**config.mk**
```make
export PLATFORM = sky130hd
export DESIGN_NAME = timer_delay_master
export DESIGN_NICKNAME = d
export VERILOG_FILES = /design/src/rtl/timer_delay_master.sv
export SDC_FILE = /design/constraint.sdc
export NUM_CORES = 1
export LEC_CHECK = 0
export ABC_AREA = 0
export ABC_CLOCK_PERIOD_IN_PS = 2200
export CORE_ASPECT_RATIO = 1.75
export CORE_MARGIN = 2
export CORE_UTILIZATION = 46
export DETAILED_ROUTE_END_ITERATION = 16
export GPL_TIMING_DRIVEN = 0
export PLACE_DENSITY = 0.76
export SLEW_MARGIN = 20
export SYNTH_ARGS = -nofsm -noshare
export SYNTH_HDL_FRONTEND = slang
export SYNTH_SLANG_ARGS = --single-unit
```
**constraint.sdc**
```tcl
create_clock -name clk -period 2.2 [get_ports clk]
set_input_delay 0.44 -clock clk [delete_from_list [all_inputs] [get_ports clk]]
set_output_delay 0.44 -clock clk [all_outputs]
set_load 0.02 [all_outputs]
```
**src/rtl/timer_delay_master.sv**
```systemverilog
`default_nettype none
// ============================================================================
// timer_delay_master : splits a 48-bit delay into timer loads, pulses done
// Revision 1.0
// ============================================================================
module timer_delay_master #(
  parameter int ARM_WAIT = 4
) (
  input  logic        clk,
  input  logic        rst,
  input  logic        req_valid,
  output logic        req_ready,
  input  logic [47:0] req_delay,
  input  logic        abort,
  output logic        busy,
  output logic        done,
  output logic        tmr_cs,
  output logic [3:0]  tmr_op,
  output logic [7:0]  tmr_addr,
  output logic [15:0] tmr_data,
  input  logic        tmr_rdy
);

  localparam int CNT_W = $clog2(ARM_WAIT + 1);
  localparam logic [CNT_W-1:0] C_ARM_LAST = CNT_W'(ARM_WAIT - 1);

  typedef enum logic [2:0] {
    S_IDLE = 3'd0,
    S_LOAD = 3'd1,
    S_ARM  = 3'd2,
    S_WAIT = 3'd3,
    S_DONE = 3'd4
  } state_t;

  state_t            state_q, state_d;
  logic [47:0]       delay_q, delay_d;
  logic              seg_q, seg_d;
  logic [CNT_W-1:0]  arm_cnt_q, arm_cnt_d;
  logic              cs_q, cs_d;
  logic              done_q, done_d;
  logic [3:0]        op_q, op_d;
  logic [7:0]        addr_q, addr_d;
  logic [15:0]       data_q, data_d;
  logic              seg_complete;

  always_ff @(posedge clk) begin
    if (rst) begin
      state_q   <= S_IDLE;
      delay_q   <= '0;
      seg_q     <= 1'b0;
      arm_cnt_q <= '0;
      cs_q      <= 1'b0;
      done_q    <= 1'b0;
      op_q      <= '0;
      addr_q    <= '0;
      data_q    <= '0;
    end else begin
      state_q   <= state_d;
      delay_q   <= delay_d;
      seg_q     <= seg_d;
      arm_cnt_q <= arm_cnt_d;
      cs_q      <= cs_d;
      done_q    <= done_d;
      op_q      <= op_d;
      addr_q    <= addr_d;
      data_q    <= data_d;
    end
  end

  always_comb begin
    state_d      = state_q;
    delay_d      = delay_q;
    seg_d        = seg_q;
    arm_cnt_d    = arm_cnt_q;
    seg_complete = 1'b0;

    case (state_q)
      S_IDLE: begin
        if (req_valid) begin
          delay_d = req_delay;
          if (req_delay[47:24] != 24'd0) begin
            state_d = S_LOAD;
            seg_d   = 1'b1;
          end else if (req_delay[23:0] != 24'd0) begin
            state_d = S_LOAD;
            seg_d   = 1'b0;
          end else begin
            state_d = S_DONE;
          end
        end
      end
      S_LOAD: begin
        state_d   = S_ARM;
        arm_cnt_d = '0;
      end
      S_ARM: begin
        // A timer that never drops rdy (e.g. tiny count) is treated as expired.
        if (!tmr_rdy) begin
          state_d = S_WAIT;
        end else if (arm_cnt_q == C_ARM_LAST) begin
          seg_complete = 1'b1;
        end else begin
          arm_cnt_d = arm_cnt_q + CNT_W'(1);
        end
      end
      S_WAIT: begin
        if (tmr_rdy) begin
          seg_complete = 1'b1;
        end
      end
      S_DONE: begin
        state_d = S_IDLE;
      end
      default: begin
        state_d = S_IDLE;
      end
    endcase

    if (seg_complete) begin
      if (seg_q && (delay_q[23:0] != 24'd0)) begin
        state_d = S_LOAD;
        seg_d   = 1'b0;
      end else begin
        state_d = S_DONE;
      end
    end

    if (abort && (state_q != S_IDLE)) begin
      state_d = S_IDLE;
    end
  end

  // Strobe and command fields are registered so they align with the LOAD cycle.
  always_comb begin
    cs_d   = (state_d == S_LOAD);
    done_d = (state_d == S_DONE);
    op_d   = op_q;
    addr_d = addr_q;
    data_d = data_q;
    if (state_d == S_LOAD) begin
      op_d   = {3'b000, seg_d};
      addr_d = seg_d ? delay_d[47:40] : delay_d[23:16];
      data_d = seg_d ? delay_d[39:24] : delay_d[15:0];
    end
  end

  assign req_ready = (state_q == S_IDLE);
  assign busy      = (state_q != S_IDLE);
  assign done      = done_q;
  assign tmr_cs    = cs_q;
  assign tmr_op    = op_q;
  assign tmr_addr  = addr_q;
  assign tmr_data  = data_q;

endmodule
`default_nettype wire

```
**Word-level counts from Yosys, hierarchy flattened**

Index checks and enable logic that the tools add are counted.

- Bits in registers: 82
- Input port bits: 53
- Output and inout port bits: 32
- Word-level logic and storage cells: 52

- Add/subtract/negate cells: 1
- Eq/ne operators: 8
- Mux-type cells: 25
- Reductions and logical operators: 9

Operators with widths:

| cell | number |
|---|---|
| $mux W48 | 2 |
| $reduce_bool A24 Y1 | 3 |
| $mux W3 | 9 |
| $mux W16 | 1 |
| $pmux W3 S4 | 1 |
| $eq A3 B2 Y1 const B | 3 |
| $mux W1 | 9 |
| $mux W8 | 1 |
| $eq A3 B1 Y1 const B | 2 |
| $pmux W3 S2 | 1 |
| $ne A2 B2 Y1 const B | 2 |
| $add A3 B1 Y3 const B | 1 |
| $eq A3 B3 Y1 const B | 1 |
| $logic_not A3 Y1 | 1 |
| $reduce_and A3 Y1 | 1 |
| $reduce_bool A3 Y1 | 1 |
| $logic_and A1 B1 Y1 | 2 |
| $pmux W1 S2 | 1 |
| $reduce_bool A2 Y1 | 1 |

**Longest topological paths before layout**

Gate-level depths: netlist of run 1.

- Depth in word-level cells: 8
- Mapped depth: 12
- Gate-level depth less buffers: 8

**Worst setup path before layout of run 1**

OpenSTA, ideal clock, no wires.

- Kind: register to register
- Start: register state_q[0]
- End: register addr_q[4], in the netlist tmr_addr[4]
- Setup time: 0.127 ns
- Arrival time: 2.232 ns
- Required time: 2.073 ns
- Path slack: -0.159 ns
- Stages on the path, launching flop included: 11
- Path buffers: 3
- Clock period less this slack: 2.359 ns
- Cells stage by stage: dfxtp_1 > buf_6 > or3_4 > nor2_1 > buf_2 > o21ai_1 > a31oi_2 > buf_2 > mux2_2 > o21ai_0 > o22ai_2

- Elaborated cells between the ends (all ways): 18
- Classes of those cells: 4 x eq/ne; 11 x mux; 3 x reduce/logical

RTL lines:

| item | RTL line | source |
|---|---|---|
| from (decl) | 35 | `state_t state_q, state_d;` |
| from (signal assigned) | 58 | `state_q <= state_d;` |
| $reduce_bool A3 Y1 | - |  |
| net busy | 15 | `output logic busy,` |
| $logic_and A1 B1 Y1 | 128 | `if (abort && (state_q != S_IDLE)) begin` |
| $mux W3 | 128 |  |
| $eq A3 B1 Y1 | 140 | `if (state_d == S_LOAD) begin` |
| to (signal assigned) | 65 | `addr_q <= addr_d;` |
| to (decl) | 42 | `logic [7:0] addr_q, addr_d;` |

The timed path passes the listed nets, and every way through them passes these cells.
A chain may end at the register's enable or synchronous reset.

**Final worst setup path of run 1**

- Start: input req_delay[43]
- End: register addr_q[1], in the netlist tmr_addr[1]

- Cells in the longest elaborated chain, start to end: 7
- Elaborated cells between the ends (all ways): 13
- Classes of those cells: 1 x eq/ne; 11 x mux; 1 x reduce/logical

Ends and longest elaborated chain:

| item | RTL line | source |
|---|---|---|
| from (decl) | 13 | `input logic [47:0] req_delay,` |
| $reduce_bool A24 Y1 (*) | 81 | `if (req_delay[47:24] != 24'd0) begin` |
| $mux W3 / $mux W1 (equally long branches) | 81 |  |
| $mux W3 / $mux W1 (equally long branches) | 79 | `if (req_valid) begin` |
| $pmux W3 S4 / $mux W1 (equally long branches) | 77 | `case (state_q)` |
| $mux W3 / $mux W1 (equally long branches) | 119, 120 |  |
| $mux W3 / $mux W1 (equally long branches) | 128, 119 |  |
| $eq A3 B1 Y1 / $mux W8 (equally long branches) | 140, 142 |  |

Every way passes the cells marked *; elsewhere a longest branch is shown, timed or not.

==> results of run 1 <==
-- synthesized netlist by cell type --
cell and n:
nand2_1 123, dfxtp_1 82, a21oi_1 51, o21ai_0 50, nor2_1 42, inv_1 26, clkbuf_1 25, mux2_2 24
o22ai_2 19, nor4_1 16, buf_4 5, o22ai_1 5, buf_2 4, buf_6 4, or4_1 4, and2_1 3
mux2i_1 3, and4_1 2, ha_1 2, nand2b_1 2, a211o_1 1, a21oi_2 1, a31o_1 1, a31oi_1 1
a31oi_2 1, and2b_1 1, clkinv_2 1, conb_1 1, inv_2 1, nand3_1 1, nand4_1 1, nand4b_1 1
o2111ai_1 1, o211a_1 1, o21ai_1 1, o21ai_2 1, o31ai_1 1, or3_1 1, or3_4 1
-- power by group through the flow --
stage / combinational [µW] / sequential, µW / clock (µW)
after floorplan: 842 / 1870 / 0
after global placement: 1440 / 1790 / 0
after detailed placement: 1460 / 1800 / 0
after CTS: 1770 / 1780 / 1790
after global routing: 2010 / 1810 / 1850
final: 1900 / 1790 / 1800
-- logic make-up (layout without fill, tap and decap cells) --
logic type,after synthesis,after routing,synth area share
other cells,1,3,0.000943
buf+inv,66,185,0.0761
compound gates,135,135,0.216
fa+ha+maj,2,2,0.00629
mux,27,27,0.0755
flops,82,82,0.413
simple gates,198,198,0.212
-- routing by layer --
metal | share of wire | vias to the layer above
met5 | 0 | -
met1 | 0.33 | 2046
met3 | 0.075 | 72
met2 | 0.53 | 284
li1 | - | 1970
met4 | 0.058 | 0
-- worst paths after layout --
check / to / depth (start not counted) / startpoint
min reg2reg: delay_q[33] / 2 / delay_q[33]
min: delay_q[13] / 3 / req_delay[13]
max: tmr_addr[1] / 11 / req_delay[43]
max reg2reg: tmr_addr[1] / 9 / state_q[2]
-- per-stage QoR --
stage | total power (µW) | std cells
floorplan | 2710 | 513
global placement | 3230 | 709
detailed placement | 3250 | 709
CTS | 5330 | 740
global route | 5670 | 747
finish | 5500 | 747
-- area by class of cell --
class	instances	area [µm²]
buffer	37	277
clock buffer	12	256
clock inverter	4	97.6
fill	590	2270
inverter	28	110
multi-input combinational	365	2560
sequential	82	1660
tap	115	144
timing repair buffer	104	996
-- flip-flops by register name, summed over array words and instances (netlist names) --
| register | cells |
|---|---|
| done | 1 |
| tmr_data | 16 |
| seg_q | 1 |
| tmr_addr | 8 |
| tmr_op | 1 |
| tmr_cs | 1 |
| arm_cnt_q | 3 |
| state_q | 3 |
| delay_q | 48 |
-- timing repair --
action,4_1_cts,5_1_grt
pin swaps,38,14
endpoints found under the hold margin,0,0
resized for setup,212,44
setup buffers,12,8
endpoints found under the setup margin,28,25
gates cloned,3,1
-- critical path, delay by kind of cell --
kind | cells | cell delay (ns)
AO/OA/AOI/OAI | 3 | 0.52
buffers and inverters | 4 | 0.74
AND/OR/NAND/NOR | 4 | 0.91
==> results by group, run 1 <==
Run
  – Max-cap violations: 0

Global route
  – Antenna violations before repair: 0
  – GRT overflow: 0
  – Grt met2 use: 0.523
  – Number of global-route vias before repair: approximately 4300
  – Largest net degree at the start of global routing: 14
  – Met3 GRT Util: 0.0576
  – GR peak layer: met2
  – First-pass GRT wire length: about 22 mm
  – All-layer global routing usage: 0.306
  – Met1 Track Usage GR: 0.328

Clock network
  – H-tree depth: 3
  – Hold_buf cts: 0
  – Clock sinks: 82
  – Worst skew pair latency: about 0.35 ns
  – CTS tree: built
  – Max clock buf depth: 2
  – Root buffer cell: clkbuf_16
  – Reg clk slew, reported paths: ~0.060 ns
  – CTS Buf Count: 9

Status
  – Outcome: finished, violations left
  – Failing checks: negative setup slack

Place
  – PortBufs: between 80 and 90
  – Place WS: -1.09 ns
  – GP Congestion: 0.900
  – Post-detail-place hpwl: around 8.8 mm
  – DP Area: around 5000 µm²

Worst setup path
  – CP cell instances: clkdlybuf4s15_1 -> nor4_2 -> nand4_1 -> buf_4 -> nor2_4 -> a31oi_4 -> o31ai_4 -> or3_4 -> buf_12 -> clkbuf_16 -> o22ai_2
  – Max stage delay on crit path: approximately 0.42 ns
  – CP Capture Type: flip-flop
  – Crit-path max FO: 7
  – R2r setup slk: -0.16 ns
  – Required time of the worst setup path: ~2.4 ns
  – CP arrival: approximately 2.6 ns
  – CP Launch Type: input port
  – Critical-path top delay cell: nor4_2
  – Kind of critical path: in -> reg

STA
  – Setup violations, final: 25
  – Worst Tran Pin Value: about 0.9 ns
  – Worst Hold Margin: 0.359 ns
  – Slew margin rel.: 0.402
  – FMAX: approximately 0.42 GHz
  – Part of the cycle the worst path needs: 1.08
  – Setup Skew: roughly 0.0052 ns
  – Final WS setup: -0.169 ns
  – Final max-slew violation count: 0
  – Setup TNS: -3.56 ns
  – Fin crit period: 2.37 ns
  – Final hold vios: 0
  – RSZ-0062 raised after global routing: yes

Floorplan
  – I/O pin cnt: 85
  – Chip Width: 74.3 µm
  – Initial core utilization: 0.475
  – DIE AREA: 9430 µm²
  – Core outline area: ~8400 µm²
  – Row count: between 40 and 50
  – Die Y: about 130 µm

Power
  – Sequential Power Share: 0.326
  – Comb pwr share: 0.346
  – PwrDens: 901 nW/µm²
  – Switching share of power: 0.326
  – Internal power: roughly 3700 µW
  – Peak supply drop: 0.000651 V
  – Psw: about 1800 µW
  – Pleak: 0.00245 µW
  – Clock network power share: 0.327

Detailed routing
  – WL final: ~15 mm
  – Routed len/inst: between 15 and 20 µm
  – ANT nets after route: 0
  – DR pass1 iterations: 5
  – Initial DRC count: ~360
  – DR vias/cell: 5.85
  – DRC: 0
  – Routed via count: around 4400

Synth
  – Synth top area share: 0.413
  – Top post-synthesis cells by area: dfxtp_1, nand2_1, mux2_2
  – Syn avg cell area: 7.78 µm²
  – #FFs+latches synth: a little over 80
  – Synth unique cells: 39
  – Yosys top cell by area: dfxtp_1
  – Post-Syn Instances: approximately 510
  – Post-synthesis sequential area ratio: 0.413
  – Yosys warnings: 0
  – Mapped Area: 3980 µm²

Cells and area
  – Most frequent cells in the layout: nand2_1, dfxtp_1, a21oi_1, nor2_1, clkdlybuf4s50_1
  – Most common cell after layout, fill and taps aside: nand2_1
  – Area growth syn-to-layout: 53.4%
  – N_diodes: 0
  – Post-route cell area: ~6100 µm²
  – Finished Core Util: 0.729
  – Layout cell share with drive strength beyond 1: 0.301
  – Nets: between 600 and 700

Worst hold path
  – Hold Crit Class: in -> reg
(Power assumes the default switching activity.)
==> run 2, diff against run 1 <==
--- a/config.mk
+++ b/config.mk
@@ -7,13 +7,14 @@
 export LEC_CHECK = 0
 export ABC_AREA = 0
 export ABC_CLOCK_PERIOD_IN_PS = 2200
+export CELL_PAD_IN_SITES_DETAIL_PLACEMENT = 1
+export CELL_PAD_IN_SITES_GLOBAL_PLACEMENT = 1
 export CORE_ASPECT_RATIO = 1.75
 export CORE_MARGIN = 2
-export CORE_UTILIZATION = 46
+export CORE_UTILIZATION = 33
 export DETAILED_ROUTE_END_ITERATION = 16
 export GPL_TIMING_DRIVEN = 0
-export PLACE_DENSITY = 0.76
-export SLEW_MARGIN = 20
+export PLACE_DENSITY_LB_ADDON = 0.1
 export SYNTH_ARGS = -nofsm -noshare
 export SYNTH_HDL_FRONTEND = slang
 export SYNTH_SLANG_ARGS = --single-unit
==> results by group, run 2 (synthesis gave the netlist of run 1 again) <==
Status
  – Outcome: finished, violations left (unchanged)
  – Failing checks: negative setup slack (unchanged)

Power
  – Switching share of power: 0.349 (was 0.326)
  – Psw: 1780 µW (was 1790 µW)
  – Internal power: 3330 µW (was 3700 µW)
  – Peak supply drop: 0.000479 V (was 0.000651 V)
  – Sequential Power Share: 0.350 (was 0.326)
  – Clock network power share: 0.263 (was 0.327)
  – PwrDens: 840 nW/µm² (was 901 nW/µm²)
  – Tot Pwr: 5110 µW (was 5500 µW)
  – Pleak: 0.00242 µW (was 0.00245 µW)
  – Comb pwr share: 0.387 (was 0.346)

Cells and area
  – Fin cells: 767 (was 747)
  – Reg with most FFs: delay_q (unchanged)
  – Post-route cell area: 6080 µm² (was 6100 µm²)
  – Layout cell share with drive strength beyond 1: 0.297 (was 0.301)
  – Most common cell after layout, fill and taps aside: nand2_1 (unchanged)
  – Area growth syn-to-layout: 53.0% (was 53.4%)
  – Nets: 681 (was 682)
  – Max reg flops: 48 (unchanged)
  – Most frequent cells in the layout: nand2_1, dfxtp_1, a21oi_1, dlygate4sd2_1, o21ai_2 (was nand2_1, dfxtp_1, a21oi_1, nor2_1, clkdlybuf4s50_1)
  – N_diodes: 0 (unchanged)

Worst setup path
  – Worst Setup EP: tmr_data[11] (was tmr_addr[1])
  – Launch point of the worst reg-to-reg path: delay_q[15] (was state_q[2])
  – CP Capture Type: flip-flop (unchanged)
  – Critical R2R Capture: tmr_data[11] (was tmr_addr[1])
  – Crit path launch: delay_q[15] (was req_delay[43])
  – Required time of the worst setup path: 2.43 ns (was 2.44 ns)
  – CP Launch Type: flip-flop (was input port)
  – Crit-path max FO: 6 (was 7)
  – CP arrival: 2.62 ns (was 2.61 ns)
  – Kind of critical path: reg -> reg (was in -> reg)
  – Critical-path top delay cell: or4_4 (was nor4_2)
  – Depth of the worst register-to-register path: 10 (was 9)
  – Max stage delay on crit path: 0.54 ns (was 0.42 ns)
  – CP cell instances: or4_4 -> nor2_4 -> a21oi_4 -> buf_6 -> a31oi_4 -> buf_12 -> buf_8 -> mux2_4 -> o21ai_4 -> o22ai_2 (was clkdlybuf4s15_1 -> nor4_2 -> nand4_1 -> buf_4 -> nor2_4 -> a31oi_4 -> o31ai_4 -> or3_4 -> buf_12 -> clkbuf_16 -> o22ai_2)
  – R2r setup slk: -0.19 ns (was -0.16 ns)

Global route
  – Number of global-route vias before repair: 4370 (was 4344)
  – GRT overflow: 0 (unchanged)
  – First-pass GRT wire length: 23.6 mm (was 21.7 mm)
  – All-layer global routing usage: 0.240 (was 0.306)
  – Largest net degree at the start of global routing: 12 (was 14)
  – Antenna violations before repair: 0 (unchanged)

Floorplan
  – DIE AREA: 13000 µm² (was 9430 µm²)
  – I/O pin cnt: 85 (unchanged)
  – Chip Width: 87.0 µm (was 74.3 µm)
  – Initial core utilization: 0.335 (was 0.475)
  – Core outline area: 11900 µm² (was 8370 µm²)
  – Row count: 53 (was 44)
  – Die Y: 149 µm (was 127 µm)

Detailed routing
  – ANT nets after route: 0 (unchanged)
  – Routed via count: 4141 (was 4372)
  – DRC: 0 (unchanged)
  – DR pass1 iterations: 4 (was 5)
  – Initial DRC count: 148 (was 359)
  – Routed len/inst: 20.2 µm (was 19.8 µm)
  – WL final: 15.5 mm (was 14.8 mm)
  – DR vias/cell: 5.40 (was 5.85)

Clock network
  – Reg clk slew, reported paths: 0.06 ns (about the same)
  – Hold_buf cts: 0 (unchanged)
  – CTS Buf Count: 9 (unchanged)
  – Root buffer cell: clkbuf_16 (unchanged)
  – Worst skew pair latency: 0.34 ns (was 0.35 ns)
  – Clock sinks: 82 (unchanged)
  – H-tree depth: 3 (unchanged)
  – CTS tree: built (unchanged)
  – Max clock buf depth: 2 (unchanged)

Place
  – PortBufs: 81 (unchanged)
  – DP Area: 5040 µm² (was 5010 µm²)
  – Post-detail-place hpwl: 10.8 mm (was 8.79 mm)
  – Placed insts: 731 (was 709)
  – GP Congestion: 0.867 (was 0.900)

STA
  – Setup violations, final: 24 (was 25)
  – Worst Tran Pin Value: 0.933 ns (was 0.897 ns)
  – RSZ-0062 raised after global routing: yes (unchanged)
  – Final WS setup: -0.189 ns (was -0.169 ns)
  – Final max-slew violation count: 0 (unchanged)
  – Setup Skew: 0.00577 ns (was 0.00515 ns)
  – Worst Hold Margin: 0.407 ns (was 0.359 ns)
  – Part of the cycle the worst path needs: 1.09 (was 1.08)
  – FMAX: 0.419 GHz (was 0.422 GHz)
  – Final hold vios: 0 (unchanged)
  – Fin crit period: 2.39 ns (was 2.37 ns)
  – Slew margin rel.: 0.378 (was 0.402)

Worst hold path
  – Hold Crit Class: in -> reg (unchanged)

Run
  – Max-cap violations: 0 (unchanged)
## run 2: cell count changes in the layout (fill, tap and decap cells not counted), sizes merged
cell and change:
clkdlybuf4s15 -12, buf -7, clkbuf +3, clkdlybuf4s50 +1, clkinvlp -1, bufinv -3, dlymetal6s2s +1, dlygate4sd2 +16
## run 2: metrics by stage
stage	worst slack, ns	setup TNS, ns	util
global route	-0.249	-5.36	0.512
finish	-0.189	-3.55	0.512
floorplan	-0.0588	-1.05	-
global placement	-1.26	-29.55	0.424
detailed placement	-1.31	-30.65	0.424
CTS	-0.187	-4.39	0.478
## run 2: power groups by stage
| stage | Sequential, µW | Clock [µW] | Combinational, µW |
|---|---|---|---|
| CTS | 1780 | 1360 | 1740 |
| floorplan | 1870 | 0 | 842 |
| global route | 1810 | 1440 | 2110 |
| detailed placement | 1800 | 0 | 1520 |
| finish | 1790 | 1350 | 1980 |
| global placement | 1790 | 0 | 1490 |
## run 2: worst min-delay path by stage
stage	start	endpoint	slack, ns	cells after the start
2_1_floorplan	delay_q[27]	delay_q[27]	0.43	2
3_3_place_gp	delay_q[31]	delay_q[31]	0.44	2
3_5_place_dp	delay_q[28]	delay_q[28]	0.45	2
4_1_cts	delay_q[31]	delay_q[31]	0.46	2
5_1_grt	req_delay[46]	delay_q[46]	0.42	3
6_report	req_delay[46]	delay_q[46]	0.41	3
## run 2: what timing repair did
item                                    4_1_cts  5_1_grt
cloned                                        2        1
pin swaps                                    21       16
endpoints found under the setup margin       28       27
setup buffers                                13        6
gates resized for setup                     130      105
## run 2: final cells by class
cell class / instances / area, µm²
flip-flops and latches: 82 / 1650
inverters: 28 / 110
repair buffers: 103 / 997
plain buffers: 37 / 278
fillers: 1375 / 5790
well taps: 137 / 171
clock buffers: 15 / 248
multi-input cells: 365 / 2630
## run 2: metal layers
layer	global-route usage	up-vias	part of all wire	routed length [µm]
met4	0.0836	0	0.025	390
met3	0.0288	28	0.025	392
met2	0.466	77	0.58	8930
met1	0.255	2067	0.37	5750
li1	-	1969	-	-
met5	0	-	0	0
## run 2: critical path: cells and delay by family, from the launching register on
family                 cells  cell delay (ns)
multiplexers               1             0.31
AO/OA/AOI/OAI              4             0.51
AND/OR/NAND/NOR            2             0.70
flip-flops                 1             0.32
buffers and inverters      3             0.42
==> run 3, diff against run 2 <==
--- a/config.mk
+++ b/config.mk
@@ -6,12 +6,11 @@
 export NUM_CORES = 1
 export LEC_CHECK = 0
 export ABC_AREA = 0
-export ABC_CLOCK_PERIOD_IN_PS = 2200
+export ABC_CLOCK_PERIOD_IN_PS = 2500
 export CELL_PAD_IN_SITES_DETAIL_PLACEMENT = 1
 export CELL_PAD_IN_SITES_GLOBAL_PLACEMENT = 1
 export CORE_ASPECT_RATIO = 1.75
-export CORE_MARGIN = 2
-export CORE_UTILIZATION = 33
+export CORE_UTILIZATION = 37
 export DETAILED_ROUTE_END_ITERATION = 16
 export GPL_TIMING_DRIVEN = 0
 export PLACE_DENSITY_LB_ADDON = 0.1
==> constraint.sdc (replaced) <==
create_clock -name clk -period 2.5 [get_ports clk]
set_input_delay 0.5 -clock clk [delete_from_list [all_inputs] [get_ports clk]]
set_output_delay 0.5 -clock clk [all_outputs]
set_load 0.02 [all_outputs]
==> results by group, run 3 (synthesis gave the netlist of run 1 again) <==
Global route
  – GRT overflow: 0 (unchanged)
  – First-pass GRT wire length: 22.8 mm (was 23.6 mm)
  – All-layer global routing usage: 0.274 (was 0.240)
  – Antenna violations before repair: 0 (unchanged)
  – Largest net degree at the start of global routing: 13 (was 12)
  – Number of global-route vias before repair: 4408 (was 4370)

Power
  – PwrDens: 763 nW/µm² (was 840 nW/µm²)
  – Tot Pwr: 4410 µW (was 5110 µW)
  – Internal power: 2900 µW (was 3330 µW)
  – Sequential Power Share: 0.354 (was 0.350)
  – Switching share of power: 0.341 (was 0.349)
  – Psw: 1510 µW (was 1780 µW)
  – Peak supply drop: 0.000569 V (was 0.000479 V)
  – Pleak: 0.00237 µW (was 0.00242 µW)
  – Comb pwr share: 0.354 (was 0.387)
  – Clock network power share: 0.292 (was 0.263)

Clock network
  – Max clock buf depth: 2 (unchanged)
  – Worst skew pair latency: 0.34 ns (about the same)
  – H-tree depth: 3 (unchanged)
  – Root buffer cell: clkbuf_16 (unchanged)
  – CTS tree: built (unchanged)
  – Clock sinks: 82 (unchanged)
  – Reg clk slew, reported paths: 0.06 ns (about the same)
  – CTS Buf Count: 9 (unchanged)

Worst setup path
  – Crit-path max FO: 10 (was 6)
  – CP Launch Type: input port (was flip-flop)
  – CP arrival: 2.73 ns (was 2.62 ns)
  – Kind of critical path: in -> reg (was reg -> reg)
  – Required time of the worst setup path: 2.73 ns (was 2.43 ns)
  – Depth of the worst register-to-register path: 10 (unchanged)
  – CP Capture Type: flip-flop (unchanged)

Cells and area
  – Most frequent cells in the layout: nand2_1, dfxtp_1, a21oi_1, nor2_1, clkdlybuf4s50_1 (was nand2_1, dfxtp_1, a21oi_1, dlygate4sd2_1, o21ai_2)
  – Finished Core Util: 0.558 (was 0.512)
  – Area growth syn-to-layout: 45.3% (was 53.0%)
  – N_diodes: 0 (unchanged)
  – Most common cell after layout, fill and taps aside: nand2_1 (unchanged)
  – Max reg flops: 48 (unchanged)
  – Layout cell share with drive strength beyond 1: 0.240 (was 0.297)
  – FILL cells: 1270 (was 1375)
  – Reg with most FFs: delay_q (unchanged)
  – Nets: 674 (was 681)

STA
  – Final max-slew violation count: 0 (unchanged)
  – Final hold vios: 0 (unchanged)
  – Setup violations, final: 0 (was 24)
  – Slew margin rel.: 0.443 (was 0.378)
  – Fin crit period: roughly 2.5 ns
  – Setup Skew: 0.00435 ns (was 0.00577 ns)
  – Worst Tran Pin Value: 0.836 ns (was 0.933 ns)
  – Part of the cycle the worst path needs: 0.999
  – FMAX: roughly 0.4 GHz

Floorplan
  – DIE AREA: 11200 µm² (was 13000 µm²)
  – Core outline area: 10400 µm² (was 11900 µm²)
  – Chip Width: 80.4 µm (was 87.0 µm)
  – I/O pin cnt: 85 (unchanged)
  – Die Y: 139 µm (was 149 µm)
  – Row count: 49 (was 53)
  – Initial core utilization: 0.384 (was 0.335)

Detailed routing
  – ANT nets after route: 0 (unchanged)
  – Routed via count: 4120 (was 4141)
  – DRC: 0 (unchanged)
  – DR pass1 iterations: 4 (unchanged)
  – Routed len/inst: 20.1 µm (was 20.2 µm)
  – Initial DRC count: 163 (was 148)
  – DR vias/cell: 5.49 (was 5.40)
  – WL final: 15.1 mm (was 15.5 mm)

Place
  – PortBufs: 81 (unchanged)
  – GP Congestion: 0.865 (was 0.867)
  – Post-detail-place hpwl: 10.7 mm (was 10.8 mm)

Worst hold path
  – Hold Crit Class: in -> reg (unchanged)
  – Worst Hold Path Cells: 3 (unchanged)

Status
  – Outcome: completed (was finished, violations left)

Run
  – Max-cap violations: 0 (unchanged)
-- run 3: cell count changes in the layout (fill, tap and decap cells not counted), moves of 6 or more --
cell	delta
mux2_2	+20
mux2_4	-20
dlygate4sd2_1	-16
o21ai_2	-16
dlymetal6s2s_1	+11
o21ai_1	+11
o21ai_0	+10
dfxtp_1	+6
dfxtp_2	-6
-- run 3: cell type report --
class,count,area (µm²),share of cell area
repair buffers,96,968,0.168
clock inverters,2,10.0,0.00173
inverters,28,106,0.0184
clock buffers,14,274,0.0474
plain buffers,37,245,0.0425
well taps,127,159,0.0275
flip-flops and latches,82,1640,0.285
multi-input cells,365,2370,0.410
-- run 3: what timing repair did --
item	CTS	global route
setup buffers	9	4
resized for setup	126	63
cloned	1	1
hold buffers	0	0
endpoints found under the setup margin	26	25
pin swaps	12	19
-- run 3: path summary, 6_finish.rpt --
path	startpoint	end	slack (ns)
setup / recovery	req_valid	tmr_addr[0]	0.001
setup reg to reg	state_q[0]	tmr_addr[2]	0.04
hold reg to reg	delay_q[34]	delay_q[34]	0.46
hold / removal	req_delay[13]	delay_q[13]	0.42
-- run 3: layer usage --
| metal | share of wire | global-route usage |
|---|---|---|
| met5 | 0 | 0 |
| met4 | 0.046 | 0.132 |
| met3 | 0.032 | 0.0421 |
| met2 | 0.55 | 0.508 |
| met1 | 0.37 | 0.290 |
-- run 3: power groups by stage --
stage	combinational, µW	sequential (µW)	clock [µW]
floorplan	680	1650	0
global placement	1240	1580	0
detailed placement	1280	1590	0
CTS	1470	1560	1300
global route	1660	1580	1360
finish	1560	1560	1290
-- run 3: worst max-delay path, stage by stage --
cell and delay (ns):
clkdlybuf4s50_1 0.52, o21ai_2 0.25, buf_6 0.18, nand2_1 0.11, a31oi_4 0.29, buf_12 0.16
clkbuf_16 0.14, mux2_2 0.33, o21ai_2 0.15, o22ai_2 0.09
-- run 3: stage by stage --
step           instances  setup TNS, ns  hold WS [ns]  setup slack, ns  area (µm²)
2_1_floorplan        513              0         0.433            0.124        3980
4_1_cts              747        -0.0155         0.457          -0.0129        5560
5_1_grt              751         -0.461         0.455          -0.0349        5780
3_3_place_gp         721         -25.36         0.438            -1.14        4950
3_5_place_dp         721         -25.56         0.449            -1.15        4950
6_report             751              0         0.424          0.00142        5780
